<file path="config.mk">
export PLATFORM = sky130hd
export DESIGN_NAME = seq_b_minus_2a
export DESIGN_NICKNAME = d
export VERILOG_FILES = /design/src/rtl/seq_b_minus_2a.sv
export SDC_FILE = /design/constraint.sdc
export NUM_CORES = 1
export LEC_CHECK = 0
export BUFFER_PORTS_ARGS = -buffer_cell sky130_fd_sc_hd__buf_2
export CAP_MARGIN = 20
export CELL_PAD_IN_SITES_DETAIL_PLACEMENT = 0
export CELL_PAD_IN_SITES_GLOBAL_PLACEMENT = 2
export CORE_AREA = 2 2 113 115
export CTS_BUF_LIST = sky130_fd_sc_hd__clkbuf_16
export CTS_CLUSTER_DIAMETER = 30
export DETAILED_ROUTE_END_ITERATION = 8
export DIE_AREA = 0 0 115 117
export PLACE_DENSITY_LB_ADDON = 0.1
export RECOVER_POWER = 25
export SLEW_MARGIN = 20
export SYNTH_ARGS = -nofsm -noshare
export SYNTH_HDL_FRONTEND = slang
export SYNTH_SLANG_ARGS = --single-unit
</file>
<file path="constraint.sdc">
create_clock -name clk -period 3.1 [get_ports clk]
set_clock_uncertainty 0.05 [all_clocks]
set_input_delay 0.93 -clock clk [delete_from_list [all_inputs] [get_ports clk]]
set_output_delay 0.93 -clock clk [all_outputs]
set_load 0.01 [all_outputs]
</file>
<file path="src/rtl/seq_b_minus_2a.sv">
// Two-pass sequencer computing Out = B - 2A as (B - A) - A on one shared subtractor.
// Define SEQ_B_MINUS_2A_OVF_EN to build the signed overflow flag (otherwise ovf is tied 0).
module seq_b_minus_2a #(
    parameter int WIDTH = 16
) (
    input  logic             clk,
    input  logic             rst,
    input  logic             in_valid,
    output logic             in_ready,
    input  logic [WIDTH-1:0] A,
    input  logic [WIDTH-1:0] B,
    output logic             out_valid,
    input  logic             out_ready,
    output logic [WIDTH-1:0] Out,
    output logic             borrow,
    output logic             ovf
);

    localparam logic [1:0] IDLE = 2'd0;
    localparam logic [1:0] SUB1 = 2'd1;
    localparam logic [1:0] SUB2 = 2'd2;
    localparam logic [1:0] DONE = 2'd3;

    logic [1:0]       state;
    logic [WIDTH-1:0] acc;
    logic [WIDTH-1:0] reg_a;
    logic             c1;
    logic [WIDTH:0]   sum;

    // x - y as x + ~y + 1; bit WIDTH is the carry, which is 1 when no borrow occurred
    function automatic logic [WIDTH:0] sub_step(input logic [WIDTH-1:0] x,
                                                input logic [WIDTH-1:0] y);
        return {1'b0, x} + {1'b0, ~y} + {{WIDTH{1'b0}}, 1'b1};
    endfunction

    assign sum       = sub_step(acc, reg_a);
    assign in_ready  = (state == IDLE);
    assign out_valid = (state == DONE);

    always_ff @(posedge clk or posedge rst) begin
        if (rst) begin
            state  <= IDLE;
            acc    <= '0;
            reg_a  <= '0;
            c1     <= 1'b0;
            Out    <= '0;
            borrow <= 1'b0;
        end else begin
            case (state)
                IDLE: begin
                    if (in_valid) begin
                        reg_a <= A;
                        acc   <= B;
                        state <= SUB1;
                    end
                end
                SUB1: begin
                    acc   <= sum[WIDTH-1:0];
                    c1    <= sum[WIDTH];
                    state <= SUB2;
                end
                SUB2: begin
                    acc    <= sum[WIDTH-1:0];
                    Out    <= sum[WIDTH-1:0];
                    borrow <= ~c1 | ~sum[WIDTH];
                    state  <= DONE;
                end
                default: begin
                    if (out_ready) state <= IDLE;
                end
            endcase
        end
    end

`ifdef SEQ_B_MINUS_2A_OVF_EN
    logic v1;
    logic ovf_q;
    logic step_v;

    // Signed overflow of a subtract: operands differ in sign and the result sign flips from x
    assign step_v = (acc[WIDTH-1] != reg_a[WIDTH-1]) && (sum[WIDTH-1] != acc[WIDTH-1]);

    always_ff @(posedge clk or posedge rst) begin
        if (rst) begin
            v1    <= 1'b0;
            ovf_q <= 1'b0;
        end else if (state == SUB1) begin
            v1 <= step_v;
        end else if (state == SUB2) begin
            ovf_q <= v1 | step_v;
        end
    end

    assign ovf = ovf_q;
`else
    assign ovf = 1'b0;
`endif

endmodule

</file>
==> impl_metrics.csv, run 1 <==
group,metric,value,unit
global_routing,grt_max_degree,28,
clocking,clkTransAtPathRegs,70,ps
routing,drt_wl_total,7750,um
routing,first_pass_iters,4,
timing,worst_slew_pin_slew,1090,ps
place,placed_cell_area,3500,um^2
routing,drtIter0Drc,55,
place,portBuffers,54,
timing,rsz0062_at_grt,"false",
job,cap_violations,0,
synthesis,syn_inst,290,
clocking,holdBufCountCts,0,
synthesis,ys_seq_area_share,43.3,%
finish,area_delta_synth_final,20.3,%
floorplan,initial_utilization,24.4,%
synthesis,async_reset_ff_share,100,%
setup_path,crit_fanout,4,
global_routing,antenna_found_initial,0,
global_routing,grt_overflow,0,
timing,setup_viol,0,
timing,fin_crit,2460,ps
place,place_inst,489,
synthesis,yosysMostFrequentCell,"dfrtp_1",
timing,fmax,407,MHz
setup_path,cp.arrival,2600,ps
global_routing,first_global_vias,2327,
floorplan,core_area,12300,um^2
place,dpl.hpwl,5790,um
finish,multi_input_area,1570,um^2
synthesis,syn-num-nets,347,
finish,fillers,1331,
clocking,h-tree-depth,2,
finish,layout.area.seq,1300,um^2
global_routing,grt_pass1_wl,12800,um
clocking,cts_sinks,52,
routing,wl_per_cell,15.6,um
timing,relSlewSlack,27.6,%
routing,vias,2228,
place,gp_congestion,0.719,
finish,stdcell_count,496,
setup_path,startpoint_type,"flip-flop",
setup_path,required,3240,ps
setup_path,max_stage_delay,450,ps
synthesis,synth-seq-cells,52,
global_routing,grt_usage,12.8,%
timing,tns,0,ps
floorplan,die_height,117,um
clocking,cts_buffers,5,
routing,ant_nets,0,
clocking,clk_latency,300,ps
clocking,cts_setup_buffers,0,
timing,finalMaxSlewViolations,0,
floorplan,rows,41,
finish,drive_gt1_share,28.3,%
floorplan,die_area,13500,um^2
synthesis,synth.top_cell.area_share,43.3,%
clocking,clockBufferDepth,2,
synthesis,synth_ff_type,"dfrtp_1",
timing,min_period_over_period,79.2,%
synthesis,synthesis.area,3010,um^2
finish,layout.nets,403,
setup_path,crit_chain,"inv_1 > ha_1 > fa_1 > nor2b_4 > o31a_4 > o31a_1 > a31oi_2 > or3_1 > a31o_1",
finish,antennaDiodeCount,0,
finish,stdcell_area,3620,um^2
synthesis,ys_warn_count,0,
clocking,cts_resized,0,
floorplan,die_w,115,um
setup_path,crit_type,"flip-flop to flip-flop",
setup_path,critPathSlowestCell,"fa_1",
synthesis,synthTopCellsByCount,"dfrtp_1, inv_1, mux2_2, nand2_1, a21oi_1",
routing,vias_per_cell,4.49,
routing,drc,0,
worst_hold_path,hold_class,"flip-flop to flip-flop",
synthesis,postSynthAreaPerCell,10.4,um^2
synthesis,yosys.area.top_type,"dfrtp_1",
setup_path,cp-end-kind,"flip-flop",
clocking,cts_tree,"done",
synthesis,synth_edf_count,0,
floorplan,boundaryPins,56,
synthesis,synth_cell_type_count,43,
synthesis,synth_area_leaders,"dfrtp_1, mux2_2, ha_1",
clocking,root_buffer,"clkbuf_16",
run_status,outcome,"complete, no violations",
timing,final_hold_viol_count,0,
## cell families after synthesis
group,count (synthesis),share of synthesized area (%)
AOI/OAI and AO/OA,71,15.3
xor gates and xnor gates,12,3.49
adders and majority gates,21,8.99
buffers and inverters,38,4.95
DFF,52,43.3
muxes,41,14.7
other,1,0.125
and+or+nand+nor,54,9.11
## routing by layer
layer  share of wire [%]  up-vias  global-route usage, %
li1                    -     1119                      -
met1                  46     1061                   15.8
met2                  49       40                   21.9
met3                 3.7        8                   2.52
met4                 1.7        0                   5.06
met5                   0        -                      0
## layout make-up
cell class                      count  share of cell area [%]
Multi-Input combinational cell    200                    43.4
Sequential cell                    52                    36.0
Tap cell                          150                    5.19
Timing Repair Buffer               60                    8.99
Clock buffer                        5                    3.46
Clock inverter                      2                   0.207
Inverter                           27                    2.80
## worst max-delay path, delay by kind of cell, from the launching register on
family                     cells  cell delay [ps]
AOI/OAI and AO/OA              4              690
adders and majority gates      2              660
and+or+nand+nor                2              570
DFF                            1              340
buffers and inverters          1               50
## placed cells by master (no fill, tap or decap), types with 3 or more instances in the layout
cell type,n
buf_2,54
dfrtp_1,52
inv_1,27
mux2_2,26
nand2_1,23
a21oi_1,22
ha_1,20
o21ai_0,17
mux2i_1,14
nor2_1,10
nor3b_1,9
o21ai_1,8
xnor2_1,8
clkbuf_16,5
xor2_1,4
buf_4,4
and2_1,3
a21o_1,3
## sequential cells by signal, summed over array words and instances, names as in the netlist
name	count
Out	16
acc	16
reg_a	16
state	2
borrow	1
c1	1
## through the flow
| step | setup WS, ps | hold slack [ps] | utilization, % |
|---|---|---|---|
| 4_1_cts | 626 | 438 | 29.5 |
| 3_5_place_dp | 652 | 421 | 28.4 |
| 2_1_floorplan | 835 | 400 | - |
| 6_report | 644 | 430 | 29.4 |
| 5_1_grt | 526 | 447 | 29.4 |
| 3_3_place_gp | 728 | 419 | 28.4 |
## worst paths after layout
check | startpoint | end | slack (ps) | cells past startpoint
hold reg to reg | acc[0] | acc[0] | 430 | 2
setup / recovery | acc[0] | borrow | 640 | 9
max in group asynchronous | rst | Out[7] | 840 | 3
hold / removal | acc[0] | acc[0] | 430 | 2
setup reg to reg | acc[0] | borrow | 640 | 9
min in group asynchronous | rst | state[0] | 850 | 2
Power of run 1 is not shown: default switching activity piles up to over one toggle a cycle in this logic, so the estimate is an artifact.
==> inputs of run 2 (changes only) <==
--- a/config.mk
+++ b/config.mk
@@ -5,15 +5,16 @@
 export SDC_FILE = /design/constraint.sdc
 export NUM_CORES = 1
 export LEC_CHECK = 0
+export ABC_AREA = 1
 export BUFFER_PORTS_ARGS = -buffer_cell sky130_fd_sc_hd__buf_2
 export CAP_MARGIN = 20
 export CELL_PAD_IN_SITES_DETAIL_PLACEMENT = 0
 export CELL_PAD_IN_SITES_GLOBAL_PLACEMENT = 2
-export CORE_AREA = 2 2 113 115
+export CORE_AREA = 2 2 117 119
 export CTS_BUF_LIST = sky130_fd_sc_hd__clkbuf_16
 export CTS_CLUSTER_DIAMETER = 30
 export DETAILED_ROUTE_END_ITERATION = 8
-export DIE_AREA = 0 0 115 117
+export DIE_AREA = 0 0 119 121
 export PLACE_DENSITY_LB_ADDON = 0.1
 export RECOVER_POWER = 25
 export SLEW_MARGIN = 20
==> constraint.sdc (replaced) <==
create_clock -name clk -period 2.5 [get_ports clk]
set_clock_uncertainty 0.05 [all_clocks]
set_input_delay 0.75 -clock clk [delete_from_list [all_inputs] [get_ports clk]]
set_output_delay 0.75 -clock clk [all_outputs]
set_load 0.01 [all_outputs]
==> impl_metrics.csv, run 2 <==
group,metric,value,unit
place,dpl_worst_slack,566,ps
timing,tns,0,ps
finish,multi_input_area,1620,um^2
synthesis,yosys.area_share.simple,29.5,%
clocking,cts_resized,0,
global_routing,met2_usage,18.5,%
floorplan,boundaryPins,56,
setup_path,crit_type,"flip-flop to primary output",
setup_path,cp-end-kind,"primary output",
synthesis,ys_seq_area_share,40.2,%
setup_path,crit_fanout,4,
clocking,root_buffer,"clkbuf_16",
finish,drive_gt1_share,18.1,%
clocking,cts_sinks,52,
synthesis,synth_ff_type,"dfrtp_1",
setup_path,required,1700,ps
worst_hold_path,hold_class,"primary input to asynchronous set/reset pin",
clocking,cts_setup_buffers,0,
synthesis,synth_edf_count,0,
job,cap_violations,0,
setup_path,cp.arrival,1210,ps
synthesis,synthAdderAreaFrac,8.34,%
floorplan,die_w,119,um
synthesis,synth_area_leaders,"dfrtp_1, nand2_1, ha_1",
run_status,outcome,"complete, no violations",
setup_path,r2r_start,"reg_a[0]",
timing,rsz0062_at_grt,"false",
setup_path,startpoint_type,"flip-flop",
clocking,clk_latency,300,ps
synthesis,synth-seq-cells,52,
routing,drt_wl_total,8980,um
finish,fillers,1460,
synthesis,synth_compound_area_share,10.2,%
place,dpl.hpwl,7110,um
global_routing,grt_max_degree,35,
setup_path,max_stage_delay,400,ps
finish,antennaDiodeCount,0,
routing,vias,2750,
clocking,cts_buffers,5,
synthesis,yosysMostFrequentCell,"nand2_1",
floorplan,die_area,14400,um^2
finish,reg_top3,"Out x16, acc x16, reg_a x16",
synthesis,ys_warn_count,0,
synthesis,synth.top_cell.area_share,40.2,%
synthesis,postSynthAreaPerCell,7.23,um^2
routing,drc,0,
synthesis,yosys.area.top_type,"dfrtp_1",
synthesis,syn-num-nets,505,
timing,final.setup.worst_slack,486,ps
floorplan,die_height,121,um
setup_path,reg2reg_slack,580,ps
synthesis,synth_xor_xnor_area_share,1.89,%
timing,setup_viol,0,
setup_path,worstSetupStartpoint,"state[0]",
finish,final_common_cell,"nand2_1",
clocking,h-tree-depth,2,
routing,first_pass_iters,4,
routing,ant_nets,0,
finish,layout.nets,560,
clocking,holdBufCountCts,0,
setup_path,critPathSlowestCell,"dfrtp_1",
finish,layout.area.seq,1300,um^2
global_routing,grt_usage,13.4,%
synthesis,synth_cell_type_count,31,
synthesis,synthMuxAreaShare,0,%
place,portBuffers,54,
global_routing,use_met3,2.49,%
setup_path,worstSetupEndpoint,"in_ready",
finish,layout_common_cells,"nand2_1, inv_1, buf_2",
routing,wl_per_cell,13.2,um
floorplan,initial_utilization,24.8,%
synthesis,synthTopCellsByCount,"nand2_1, inv_1, dfrtp_1, nor2_1, o21ai_0",
global_routing,use_met1,21.0,%
timing,relSlewSlack,39.4,%
finish,area_delta_synth_final,19.0,%
place,gp_congestion,0.819,
timing,worst_slew_pin_slew,908,ps
floorplan,core_area,13100,um^2
timing,min_period_over_period,80.6,%
global_routing,antenna_found_initial,0,
timing,finalMaxSlewViolations,0,
clocking,clockBufferDepth,2,
setup_path,worstRegToRegCells,10,
timing,fin_crit,2010,ps
clocking,clkTransAtPathRegs,70,ps
global_routing,grt_busiest_layer,"met1",
floorplan,rows,42,
clocking,cts_tree,"done",
setup_path,crit_chain,"inv_1 > ha_1 > buf_2",
routing,vias_per_cell,4.04,
routing,drtIter0Drc,121,
synthesis,syn_inst,448,
synthesis,async_reset_ff_share,100,%
synthesis,synth_top_family_by_area,"simple AND/OR/NAND/NOR gates",
timing,final_hold_viol_count,0,
global_routing,first_global_vias,2738,
synthesis,synthesis.area,3240,um^2
global_routing,grt_overflow,0,
timing,fmax,497,MHz
setup_path,r2r_end,"acc[12]",
global_routing,grt_pass1_wl,14800,um
-- run 2: cells by family (layout without fill, tap and decap cells) --
| family | Yosys count | in the layout |
|---|---|---|
| AND/OR/NAND/NOR | 231 | 231 |
| buffers and inverters | 82 | 138 |
| AO/OA/AOI/OAI | 54 | 54 |
| flip-flops | 52 | 52 |
| adder cells (fa/ha/maj) | 21 | 21 |
| XOR/XNOR | 7 | 7 |
| other | 1 | 1 |
-- run 2: area by class of cell --
cell class / instances / share of cell area [%]
clock buffers: 5 / 3.24
flip-flops and latches: 52 / 33.7
repair buffers: 61 / 8.21
clock inverters: 3 / 0.389
multi-input cells: 314 / 42.0
inverters: 69 / 6.71
well taps: 176 / 5.71
-- run 2: worst min path at each step --
stage                     slack, ps  endpoint  startpoint
after floorplan                 400  reg_a[0]    reg_a[0]
after global placement          410   Out[15]     Out[15]
after detailed placement        410   Out[15]     Out[15]
after CTS                       290    Out[1]         rst
after global routing            330    Out[1]         rst
final                           310    Out[1]         rst
-- run 2: stage by stage --
stage	hold slack (ps)	std cells	instance area (um^2)	utilization, %
finish	310	680	3860	29.5
global route	325	680	3860	29.5
CTS	286	680	3880	29.6
detailed placement	412	672	3740	28.6
global placement	412	672	3740	28.6
floorplan	403	448	3240	-
-- run 2: critical path: cells and delay by family, from the launching register on --
family                     cells  cell delay (ps)
adders and majority gates      1              240
buffers and inverters          2              270
DFF                            1              400
-- run 2: routing by layer --
metal | part of all wire [%] | wire (um)
met3 | 3.8 | 342
met1 | 57 | 5140
met5 | 0 | 0
met2 | 38 | 3390
met4 | 1.2 | 109
Power of run 2 is left out for the same reason.
